### src/rtl/fwd_scoreboard.sv
// fwd_scoreboard
//   Decode-stage operand forwarding with an internal in-flight destination
//   tag pipe, load-use stall detection and a busy scoreboard for
//   out-of-band long-latency ops (divider and similar).
//
//   Optional feature macro: LONG_FWD_EN
//     defined   : a busy source whose long op completes this cycle is
//                 bypassed from wb_long_val_i (below any pipe-tag match)
//     undefined : a busy source always stalls; the operand is read from
//                 the register file the cycle after completion
//
// Ports
//   clk_i, rst_i       clock, asynchronous active-high reset
//   hold_i             global freeze of the tag pipe
//   flush_i            squash stage-0 tag and the current issue
//   issue_*            instruction presented by decode
//   rs_i, rval_i       per-port source register and register-file data
//   stage_val_i        result value per downstream stage (0 = E)
//   stage_rdy_i        value in stage k is final
//   wb_long_*          long-op completion
//   fwd_val_o          forwarded operand per port
//   stall_o            decode must not advance
//   long_cnt_o         outstanding long ops
module fwd_scoreboard #(
  parameter int XLEN     = 32,
  parameter int NRD      = 2,
  parameter int STAGES   = 3,
  parameter int MAX_LONG = 4
) (
  input  logic                          clk_i,
  input  logic                          rst_i,
  input  logic                          hold_i,
  input  logic                          flush_i,
  input  logic                          issue_valid_i,
  input  logic                          issue_wen_i,
  input  logic                          issue_long_i,
  input  logic [4:0]                    issue_rd_i,
  input  logic [NRD*5-1:0]              rs_i,
  input  logic [NRD*XLEN-1:0]           rval_i,
  input  logic [STAGES*XLEN-1:0]        stage_val_i,
  input  logic [STAGES-1:0]             stage_rdy_i,
  input  logic                          wb_long_valid_i,
  input  logic [4:0]                    wb_long_rd_i,
  input  logic [XLEN-1:0]               wb_long_val_i,
  output logic [NRD*XLEN-1:0]           fwd_val_o,
  output logic                          stall_o,
  output logic [$clog2(MAX_LONG+1)-1:0] long_cnt_o
);

  localparam int CW = $clog2(MAX_LONG+1);

  // Tag pipe state
  logic [STAGES-1:0] r_vld;
  logic [STAGES-1:0] r_wen;
  logic [4:0]        r_rd [STAGES];

  // Scoreboard state
  logic [31:0]       r_busy;
  logic [CW-1:0]     r_cnt;

  logic [NRD-1:0]    w_pstall;
  logic [4:0]        w_rs;
  logic              w_found;
  logic [XLEN-1:0]   w_val;
  logic              w_st;
  logic              w_waw;
  logic              w_full;
  logic              w_acc;
  logic              w_inc;
  logic              w_dec;
  logic [31:0]       w_busy_nxt;

  // Per-port forwarding. Stages are scanned from youngest (0) to oldest;
  // the first hit wins so a younger writer shadows an older one.
  always_comb begin
    fwd_val_o = '0;
    w_pstall  = '0;
    w_rs      = '0;
    w_found   = 1'b0;
    w_val     = '0;
    w_st      = 1'b0;
    for (int unsigned p = 0; p < NRD; p++) begin
      w_rs    = rs_i[5*p +: 5];
      w_found = 1'b0;
      w_st    = 1'b0;
      w_val   = rval_i[p*XLEN +: XLEN];
      if (w_rs == 5'd0) begin
        w_val = '0;
      end else begin
        for (int unsigned k = 0; k < STAGES; k++) begin
          if (!w_found && r_vld[k] && r_wen[k] && (r_rd[k] == w_rs)) begin
            w_found = 1'b1;
            if (stage_rdy_i[k]) w_val = stage_val_i[k*XLEN +: XLEN];
            else                w_st  = 1'b1;
          end
        end
        if (!w_found && r_busy[w_rs]) begin
`ifdef LONG_FWD_EN
          if (wb_long_valid_i && (wb_long_rd_i == w_rs)) w_val = wb_long_val_i;
          else                                           w_st  = 1'b1;
`else
          w_st = 1'b1;
`endif
        end
      end
      fwd_val_o[p*XLEN +: XLEN] = w_val;
      w_pstall[p]               = w_st;
    end
  end

  assign w_waw   = (issue_wen_i | issue_long_i) & r_busy[issue_rd_i] & (issue_rd_i != 5'd0);
  assign w_full  = issue_long_i & (r_cnt == CW'(MAX_LONG));
  assign stall_o = issue_valid_i & ((|w_pstall) | w_waw | w_full);
  assign w_acc   = issue_valid_i & ~stall_o & ~flush_i & ~hold_i;

  // Tag pipe. Under hold the pipe freezes, but a flush still kills stage 0.
  always_ff @(posedge clk_i or posedge rst_i) begin
    if (rst_i) begin
      r_vld <= '0;
      r_wen <= '0;
      for (int unsigned k = 0; k < STAGES; k++) r_rd[k] <= '0;
    end else if (hold_i) begin
      if (flush_i) r_vld[0] <= 1'b0;
    end else begin
      for (int unsigned k = 1; k < STAGES; k++) begin
        r_vld[k] <= r_vld[k-1];
        r_wen[k] <= r_wen[k-1];
        r_rd[k]  <= r_rd[k-1];
      end
      r_vld[0] <= w_acc;
      r_wen[0] <= w_acc & issue_wen_i & ~issue_long_i;
      r_rd[0]  <= w_acc ? issue_rd_i : 5'd0;
    end
  end

  assign w_inc = w_acc & issue_long_i;
  assign w_dec = wb_long_valid_i & (r_cnt != '0);

  // Clear applied before set so a same-register set wins.
  always_comb begin
    w_busy_nxt = r_busy;
    if (wb_long_valid_i) w_busy_nxt[wb_long_rd_i] = 1'b0;
    if (w_inc && (issue_rd_i != 5'd0)) w_busy_nxt[issue_rd_i] = 1'b1;
  end

  always_ff @(posedge clk_i or posedge rst_i) begin
    if (rst_i) begin
      r_busy <= '0;
      r_cnt  <= '0;
    end else begin
      r_busy <= w_busy_nxt;
      if (w_inc && !w_dec)      r_cnt <= r_cnt + CW'(1);
      else if (!w_inc && w_dec) r_cnt <= r_cnt - CW'(1);
    end
  end

  assign long_cnt_o = r_cnt;

endmodule

### config.mk
export PLATFORM = sky130hd
export DESIGN_NAME = fwd_scoreboard
export DESIGN_NICKNAME = d
export VERILOG_FILES = /design/src/rtl/fwd_scoreboard.sv
export SDC_FILE = /design/constraint.sdc
export NUM_CORES = 1
export LEC_CHECK = 0
export CAP_MARGIN = 15
export CORE_MARGIN = 2
export CORE_UTILIZATION = 46
export CTS_CLUSTER_SIZE = 14
export DETAILED_ROUTE_END_ITERATION = 8
export PLACE_DENSITY = 0.91
export SLEW_MARGIN = 15
export SYNTH_ARGS = -nofsm -noshare
export SYNTH_HDL_FRONTEND = slang
export SYNTH_SLANG_ARGS = --single-unit
### constraint.sdc
create_clock -name clk_i -period 6 [get_ports clk_i]
set_clock_uncertainty 0.1 [all_clocks]
set_input_delay 1.2 -clock clk_i [delete_from_list [all_inputs] [get_ports clk_i]]
set_output_delay 1.2 -clock clk_i [all_outputs]
set_load 0.02 [all_outputs]
=== Word-level counts from Yosys, hierarchy flattened ===
Cells that the tools add are included.

* Add/subtract/negate cells: 2
* Multiply operators: 0
* Divide/modulo/power cells: 0
* $lt $le $gt $ge: 6
* Equality and inequality tests: 8
* Shifts and indexed selects: 0
* Mux-type cells: 58
* Bitwise operators: 21
* Reduce and logical (&&, ||, !) cells: 36

{| class="wikitable"
|+ Operators with widths
! kind !! count
|-
| 2-to-1 mux 32 bit || 16
|-
| 2-to-1 mux 1 bit || 34
|-
| AND 32 bit || 1
|-
| inverter 32 bit || 1
|-
| OR 32 bit || 1
|-
| equality test 5 bit || 6
|-
| < comparator 5 x 6 -> 1 bit (second input constant) || 4
|-
| logical AND 1 bit || 22
|-
| binary-select mux 1 bit (select 5 bit) || 3
|-
| AND 1 bit || 11
|-
| demux 1 bit (select 5 bit) || 2
|-
| >= comparator 5 x 1 -> 1 bit (second input constant) || 2
|-
| zero test 5 bit || 2
|-
| zero test 1 bit || 8
|-
| 2-to-1 mux 3 bit || 2
|-
| 2-to-1 mux 5 bit || 1
|-
| nonzero test 5 bit || 1
|-
| inverter 1 bit || 4
|-
| adder 3 x 1 -> 3 bit (second input constant) || 1
|-
| equality test 3 bit (second input constant) || 1
|-
| OR 1 bit || 3
|-
| nonzero test 3 bit || 1
|-
| subtractor 3 x 1 -> 3 bit (second input constant) || 1
|-
| inequality test 2 x 1 -> 1 bit (second input constant) || 1
|-
| other kinds (2) || 2
|}

* Bits in registers: 56
* Latch bits: 0
* Bits in writable memories: 0
* Memory bits (read-only): 0
* Output and inout port bits: 68
* Memories: 0

=== Logic depth before layout (Yosys ltp) ===
Gate-level depths: netlist (run 1).

* Word-level depth: 33
* Depth in mapped cells: 15
* Gate-level depth less buffers: 12

=== Least setup slack after synthesis (run 1) ===
No wires, ideal clock.

* Path type: input to output
* Start point: in rs_i[8]
* End point: out fwd_val_o[38]
* Arrival: 3.396 ns
* Path slack: 1.304 ns
* Stages: 10
* Cell sequence: clkbuf_1 xnor2_1 nand4_1 or3_1 clkbuf_1 or2_1 clkbuf_1 clkbuf_1 a311o_1 a21oi_1

* Word-level cells in the longest chain between the ends: 16
* Elaborated cells between the ends (all ways): 23

{| class="wikitable"
|+ Ends and longest elaborated chain
! what !! line !! RTL
|-
| from (decl) || 38 || <nowiki>input logic [NRD*5-1:0] rs_i,</nowiki>
|-
| equality test 5 bit || 91 || <nowiki>if (!w_found && r_vld[k] && r_wen[k] && (r_rd[k] == w_rs)) begin</nowiki>
|-
| logical AND 1 bit || 91 ||
|-
| 2-to-1 mux 1 bit || 91 ||
|-
| 2-to-1 mux 1 bit || 87 || <nowiki>if (w_rs == 5'd0) begin</nowiki>
|-
| zero test 1 bit || 91 ||
|-
| logical AND 1 bit (3 in series) || 91 ||
|-
| 2-to-1 mux 1 bit || 91 ||
|-
| 2-to-1 mux 1 bit || 87 ||
|-
| zero test 1 bit || 91 ||
|-
| logical AND 1 bit (3 in series) || 91 ||
|-
| 2-to-1 mux 32 bit || 91 ||
|-
| 2-to-1 mux 32 bit (*) || 87 ||
|-
| to (decl) || 45 || <nowiki>output logic [NRD*XLEN-1:0] fwd_val_o,</nowiki>
|}

Mark *: on every way between the ends. The rest lies on a longest branch, timed or not. The select of a mux whose other input is x is not followed.

=== Worst setup path in the final report (run 1) ===
* Start point: in rs_i[8]
* End point: out fwd_val_o[50]

Same word-level chain as after synthesis.

==> results of run 1 <==
==> how the worst min path moves through the flow <==
stage | startpoint | endpoint | slack (ns) | cells after the start
2_1_floorplan | r_busy[0] | r_busy[0] | 0.39 | 1
3_3_place_gp | long_cnt_o[2] | long_cnt_o[2] | 0.41 | 1
3_5_place_dp | long_cnt_o[2] | long_cnt_o[2] | 0.41 | 1
4_1_cts | long_cnt_o[2] | long_cnt_o[2] | 0.42 | 1
5_1_grt | r_wen[2] | r_wen[2] | 0.45 | 1
6_report | long_cnt_o[2] | long_cnt_o[2] | 0.42 | 1
==> per-layer routing <==
layer	vias up	routed length [µm]	global-route usage, %
met5	-	0	0
met4	0	1320	14.7
met3	118	3480	9.88
met2	630	12300	54.9
met1	3778	10100	45.8
li1	3605	-	-
==> layout by cell type, fill, tap and decap left out, types with 3 or more instances in the layout <==
master	instances
nand4_1	5
clkdlybuf4s50_1	257
nand2b_1	8
a311o_1	64
clkbuf_16	5
o41ai_2	5
nand3b_1	10
nand3_1	77
xor2_1	7
a21oi_1	65
or3b_2	5
nand2_1	145
o31ai_1	7
or2_2	4
inv_1	6
xnor2_1	26
o41ai_1	26
nor3_1	70
mux2_2	20
mux4_1	4
o21ai_0	34
dfrtp_1	56
mux4_2	8
nor2_1	10
or3_1	5
diode_2	3
buf_4	36
mux2i_1	22
o32ai_1	3
o22ai_1	5
==> stage by stage <==
step / total power, W / cell area [µm²]
floorplan: 0.000706 / 6350
global placement: 0.000962 / 9100
detailed placement: 0.000968 / 9100
CTS: 0.00130 / 9270
global route: 0.00136 / 9280
finish: 0.00131 / 9280
==> area by class of cell <==
| type | instances | area share [%] |
|---|---|---|
| antenna | 3 | 0.0809 |
| clock buffer | 5 | 1.35 |
| clock inverter | 3 | 0.458 |
| multi-input combinational | 677 | 49.2 |
| inverter | 7 | 0.283 |
| sequential | 56 | 15.1 |
| tap | 176 | 2.37 |
| timing repair buffer | 296 | 31.1 |
==> logic make-up (layout without fill, tap and decap cells) <==
kind of cell	count (synthesis)	in the layout	synth area share, %
AO/OA/AOI/OAI	230	230	27.4
other	0	3	0
flip-flops	56	56	22.1
buffers and inverters	102	311	7.03
multiplexers	54	54	11.5
AND/OR/NAND/NOR	358	358	26.9
XOR/XNOR	33	33	4.55
adder cells (fa/ha/maj)	2	2	0.512
==> where the power goes <==
| part | switching (W) | internal, W |
|---|---|---|
| sequential | 0.0000375 | 0.000406 |
| combinational | 0.000245 | 0.000284 |
| clock | 0.000136 | 0.000196 |
| total | 0.000419 | 0.000887 |
==> flip-flops by register name, summed over array words and instances, names as in the netlist <==
register    flops
r_busy         32
r_rd           15
long_cnt_o      3
r_vld           3
r_wen           3
==> results.yml, run 1 <==
run_status:
  outcome: "finished, final reports clean"
min_path:
  hold_class: "flop to flop"
clock_network:
  cts-buffers-inserted: 5
  cts-hold-fix-buffers: 0
  clock_latency_ns: 0.29
  ctsResizeCount: 0
  tritoncts: "built"
  clkTransAtPathRegs_ns: 0.07
  cts.sinks: 56
  cts.path.max_buffers: 2
  root_buffer: "clkbuf_16"
  h-tree-depth: 2
  post-cts-setup-buffer-count: 0
yosys:
  synthArstFlopShare_pct: 100
  synthTopCellsByCount: "145 x nand2_1, 77 x nand3_1, 70 x nor3_1, 65 x a21oi_1, 65 x clkbuf_1"
  synth_area_um2: 6350
  synthTopCellsByArea: "dfrtp_1 22%, a311o_1 10%, nand2_1 8.6%, nand3_1 6.1%, nor3_1 5.5%"
  yosysSeqAreaShare_pct: 22.1
  syn_avg_cell_area_um2: 7.61
  yosysMostFrequentCell: "nand2_1"
  ys_types: 59
  synthesis.nets: 1060
  yosys.area.top_type: "dfrtp_1"
  synthFlopType: "dfrtp_1"
  synth_cells: 835
  synth-edff-count: 0
  yosysTopAreaCellShare_pct: 22.1
  synth_seq_cells: 56
  ys_warn_count: 0
timing:
  setup_slack_ns: 0.328
  rsz0062_at_grt: "no"
  hold_viol_final: 0
  hold_slack_ns: 0.419
  fin_crit_sh_pct: 94.5
  slew_violations: 0
  max_freq_mhz: 176
  period_minus_slack_ns: 5.67
  max-slew-margin-rel_pct: 37.2
  tightest_slew_ns: 0.940
  final.setup.tns_ns: 0
  setup_viol: 0
critical_path:
  cp_top_family: "buffers and inverters"
  cpPeakStageDelay_ns: 0.69
  critPathArrivalTime_ns: 4.37
  worst-path-max-fanout: 13
  cp-start-kind: "input port"
  crit_path_start: "rs_i[8]"
  crit_top_cell: "clkdlybuf4s50_1"
  cp.depth: 8
  crit_path_end: "fwd_val_o[50]"
  crit_type: "input port to output port"
  crit_chain: "clkdlybuf4s50_1 -> xnor2_1 -> nand4_1 -> or3_1 -> or2_1 -> a311o_1 -> a21oi_1 -> clkdlybuf4s50_1"
  required_ns: 4.70
  endpoint_kind: "output port"
  r2r_cells: 13
  regToRegSetupSlack_ns: 2.19
  path_buf_inv: 2
  worst_path_max_delay_cell: "clkdlybuf4s50_1"
  reg2reg_to: "long_cnt_o[2]"
  rr_startpoint: "r_busy[22]"
die:
  rows: 42
  die_x_um: 122
  initial_core_util_pct: 47.6
  design.portCount: 291
  coreArea_um2: 13300
  die_area_um2: 14800
  die_height_um: 122
placement:
  io_buffer_count: 258
  gp_congestion: 0.971
  place_inst: 1212
  place_ws_ns: 0.387
  place_hpwl_um: 19800
drt:
  final_antenna_net_count: 0
  vias: 8131
  detail_route.vias_per_cell: 6.65
  drc: 0
  wire_per_inst_um: 22.2
  wl_um: 27200
  drt_iter0_drc: 1141
  dr.pass1.iters: 6
job:
  maxCapViolCount: 0
final_layout:
  final_util_pct: 69.5
  area_growth_pct: 46.0
  multi_input_area_um2: 4570
  fillers: 1075
  nets: 1268
  final-seq-area_um2: 1400
  drive_above_1_share_pct: 9.67
  layoutNonFillerInstCount: 1223
global_route:
  grt_usage_pct: 35.1
  grt_pass1_wl_um: 41000
  grt_start_max_net_pins: 65
  grt_overflow: 0
  grt_pass1_vias: 7396
  antenna_found_initial: 3
pwr:
  vdd_ir_drop_max_v: 0.000194
  p_leak_nw: 3.43
  cellPowerDensity_nw_per_um2: 141
Power figures use the tool's default switching activity.
==> inputs of run 2 (changes only) <==
--- a/config.mk
+++ b/config.mk
@@ -8,6 +8,7 @@
 export CAP_MARGIN = 15
 export CORE_MARGIN = 2
 export CORE_UTILIZATION = 46
+export CTS_CLUSTER_DIAMETER = 40
 export CTS_CLUSTER_SIZE = 14
 export DETAILED_ROUTE_END_ITERATION = 8
 export PLACE_DENSITY = 0.91
==> results of run 2 <==
Final layout, timing and power as in run 1 (identical DEF).
==> inputs of run 3 (changes only) <==
--- a/config.mk
+++ b/config.mk
@@ -7,11 +7,11 @@
 export LEC_CHECK = 0
 export CAP_MARGIN = 15
 export CORE_MARGIN = 2
-export CORE_UTILIZATION = 46
+export CORE_UTILIZATION = 39
 export CTS_CLUSTER_DIAMETER = 40
 export CTS_CLUSTER_SIZE = 14
 export DETAILED_ROUTE_END_ITERATION = 8
-export PLACE_DENSITY = 0.91
+export PLACE_DENSITY = 0.82
 export SLEW_MARGIN = 15
 export SYNTH_ARGS = -nofsm -noshare
 export SYNTH_HDL_FRONTEND = slang
==> constraint.sdc (replaced) <==
create_clock -name clk_i -period 5.1 [get_ports clk_i]
set_clock_uncertainty 0.1 [all_clocks]
set_input_delay 1.02 -clock clk_i [delete_from_list [all_inputs] [get_ports clk_i]]
set_output_delay 1.02 -clock clk_i [all_outputs]
set_load 0.02 [all_outputs]
==> results.yml, run 3 (synthesis gave the netlist of run 1 again) <==
global_route:
  gr-usage-met3_pct: 5.44
  antenna_found_initial: 2
  grt_start_max_net_pins: 57
  grt_pass1_wl_um: 43100
  grt_pass1_vias: 7586
  grt_overflow: 0
  grtUsageMet1_pct: 39.7
  busiest_layer: "met2"
  grtUsageMet2_pct: 51.3
  grt_usage_pct: 30.6
critical_path:
  critPathArrivalTime_ns: 3.88
  cp_top_family: "buffers and inverters"
  required_ns: 3.98
  endpoint_kind: "output port"
  cp-start-kind: "input port"
  path_buf_inv: 3
  regToRegSetupSlack_ns: 1.50
  rr_startpoint: "r_busy[19]"
  cpPeakStageDelay_ns: 0.66
  crit_top_cell: "clkdlybuf4s50_1"
  crit_chain: "clkdlybuf4s50_1 -> xnor2_1 -> nand4_1 -> or3_1 -> or2_1 -> buf_12 -> a311o_1 -> a21oi_1 -> clkdlybuf4s50_1"
  reg2reg_to: "long_cnt_o[2]"
  worst_path_max_delay_cell: "clkdlybuf4s50_1"
  r2r_cells: 14
  crit_type: "input port to output port"
  worst-path-max-fanout: 32
die:
  rows: 46
  die_x_um: 132
  design.portCount: 291
  initial_core_util_pct: 40.0
  coreArea_um2: 15900
  die_height_um: 132
  die_area_um2: 17300
final_layout:
  largest_reg_flops: 32
  area_growth_pct: 52.9
  largest-register: "r_busy"
  fin_area_um2: 9720
  nets: 1290
  final_cell_mix: "230 x clkdlybuf4s50_1, 145 x nand2_1, 77 x nand3_1"
  top_regs: "r_busy x32, r_rd x15"
  final_util_pct: 61.2
  final_common_cell: "clkdlybuf4s50_1"
  drive_above_1_share_pct: 11.5
drt:
  vias: 8104
  drt_iter0_drc: 781
  dr.pass1.iters: 5
  wire_per_inst_um: 21.6
  detail_route.vias_per_cell: 6.32
  wl_um: 27800
  drc: 0
  final_antenna_net_count: 0
placement:
  gp_congestion: 0.925
  place_hpwl_um: 20700
  io_buffer_count: 258
  place_area_um2: 9480
  place_ws_ns: 0.0557
clock_network:
  root_buffer: "clkbuf_16"
  cts.sinks: 56
  h-tree-depth: 2
  clkTransAtPathRegs_ns: 0.07
  clock_latency_ns: 0.29
  cts-hold-fix-buffers: 0
  cts-buffers-inserted: 5
  tritoncts: "built"
  cts.path.max_buffers: 2
job:
  maxCapViolCount: 0
timing:
  setup_viol: 0
  period_minus_slack_ns: 5.00
  setup_slack_ns: 0.100
  hold_viol_final: 0
  fin_crit_sh_pct: 98.0
  hold_slack_ns: 0.461
  tightest_slew_ns: 0.740
  slew_violations: 0
  max-slew-margin-rel_pct: 50.6
  max_freq_mhz: 200
pwr:
  p_leak_nw: 3.84
  vdd_ir_drop_max_v: 0.000223
  cellPowerDensity_nw_per_um2: 153
run_status:
  outcome: "finished, final reports clean"
min_path:
  hold-path-endpoint: "r_busy[10]"
  worstHoldStart: "r_busy[10]"
  hold_class: "flop to flop"
  whs_path_depth: 2
==> run 3: cell types whose count changed in the layout (fill, tap and decap cells not counted) <==
cell | previous run | this run
clkdlybuf4s50_1 | 257 | 230
dlymetal6s2s_1 | 0 | 27
buf_12 | 2 | 17
buf_4 | 36 | 43
bufinv_16 | 1 | 0
clkbuf_1 | 0 | 1
clkinvlp_4 | 1 | 0
diode_2 | 3 | 2
nor2_1 | 10 | 9
nor2_2 | 0 | 1
==> run 3: final cells by class <==
class | count | area [µm²]
Sequential cell | 56 | 1400
Tap cell | 216 | 270
Inverter | 7 | 26.3
Antenna cell | 2 | 5.00
Clock buffer | 6 | 129
Fill cell | 1424 | 6170
Multi-Input combinational cell | 677 | 4570
Timing Repair Buffer | 318 | 3310
Clock inverter | 1 | 5.00
==> run 3: metal layers <==
| metal | vias to the layer above | share of wire (%) |
|---|---|---|
| li1 | 3638 | - |
| met1 | 3817 | 39 |
| met2 | 572 | 48 |
| met3 | 77 | 10 |
| met4 | 0 | 3.5 |
| met5 | - | 0 |
==> run 3: tightest hold or removal path, cell delays in order (launching register included) <==
cell     delay (ns)
dfrtp_1        0.38
o21ai_0        0.09
o41ai_1        0.06
==> run 3: power breakdown <==
part           switching, W  leakage [nW]  total [W]  internal (W)
registers         0.0000473         0.767   0.000525      0.000478
clock network      0.000150        0.0667   0.000329      0.000179
logic              0.000291          3.01   0.000636      0.000345
==> run 3: what timing repair did <==
action,CTS,global route
hold endpoints to repair,0,0
setup endpoints to repair,0,31
resized for setup,0,28
setup buffers,0,2
==> run 3: how the worst max path moves through the flow <==
stage                               end    start  slack [ns]  depth (start not counted)
after floorplan           fwd_val_o[38]  rs_i[8]        0.76                         10
after global placement          stall_o  rs_i[7]        0.07                         11
after detailed placement  fwd_val_o[32]  rs_i[8]        0.06                         10
after CTS                 fwd_val_o[61]  rs_i[8]        0.05                         10
after global routing      fwd_val_o[41]  rs_i[6]       -0.02                         11
final                     fwd_val_o[41]  rs_i[7]        0.10                          9
==> run 3: through the flow <==
| stage | cells | TNS, ns | power (W) |
|---|---|---|---|
| final | 1283 | 0 | 0.00149 |
| after global routing | 1283 | -0.0180 | 0.00156 |
| after CTS | 1279 | 0 | 0.00149 |
| after detailed placement | 1272 | 0 | 0.00116 |
| after global placement | 1272 | 0 | 0.00115 |
| after floorplan | 835 | 0 | 0.000830 |
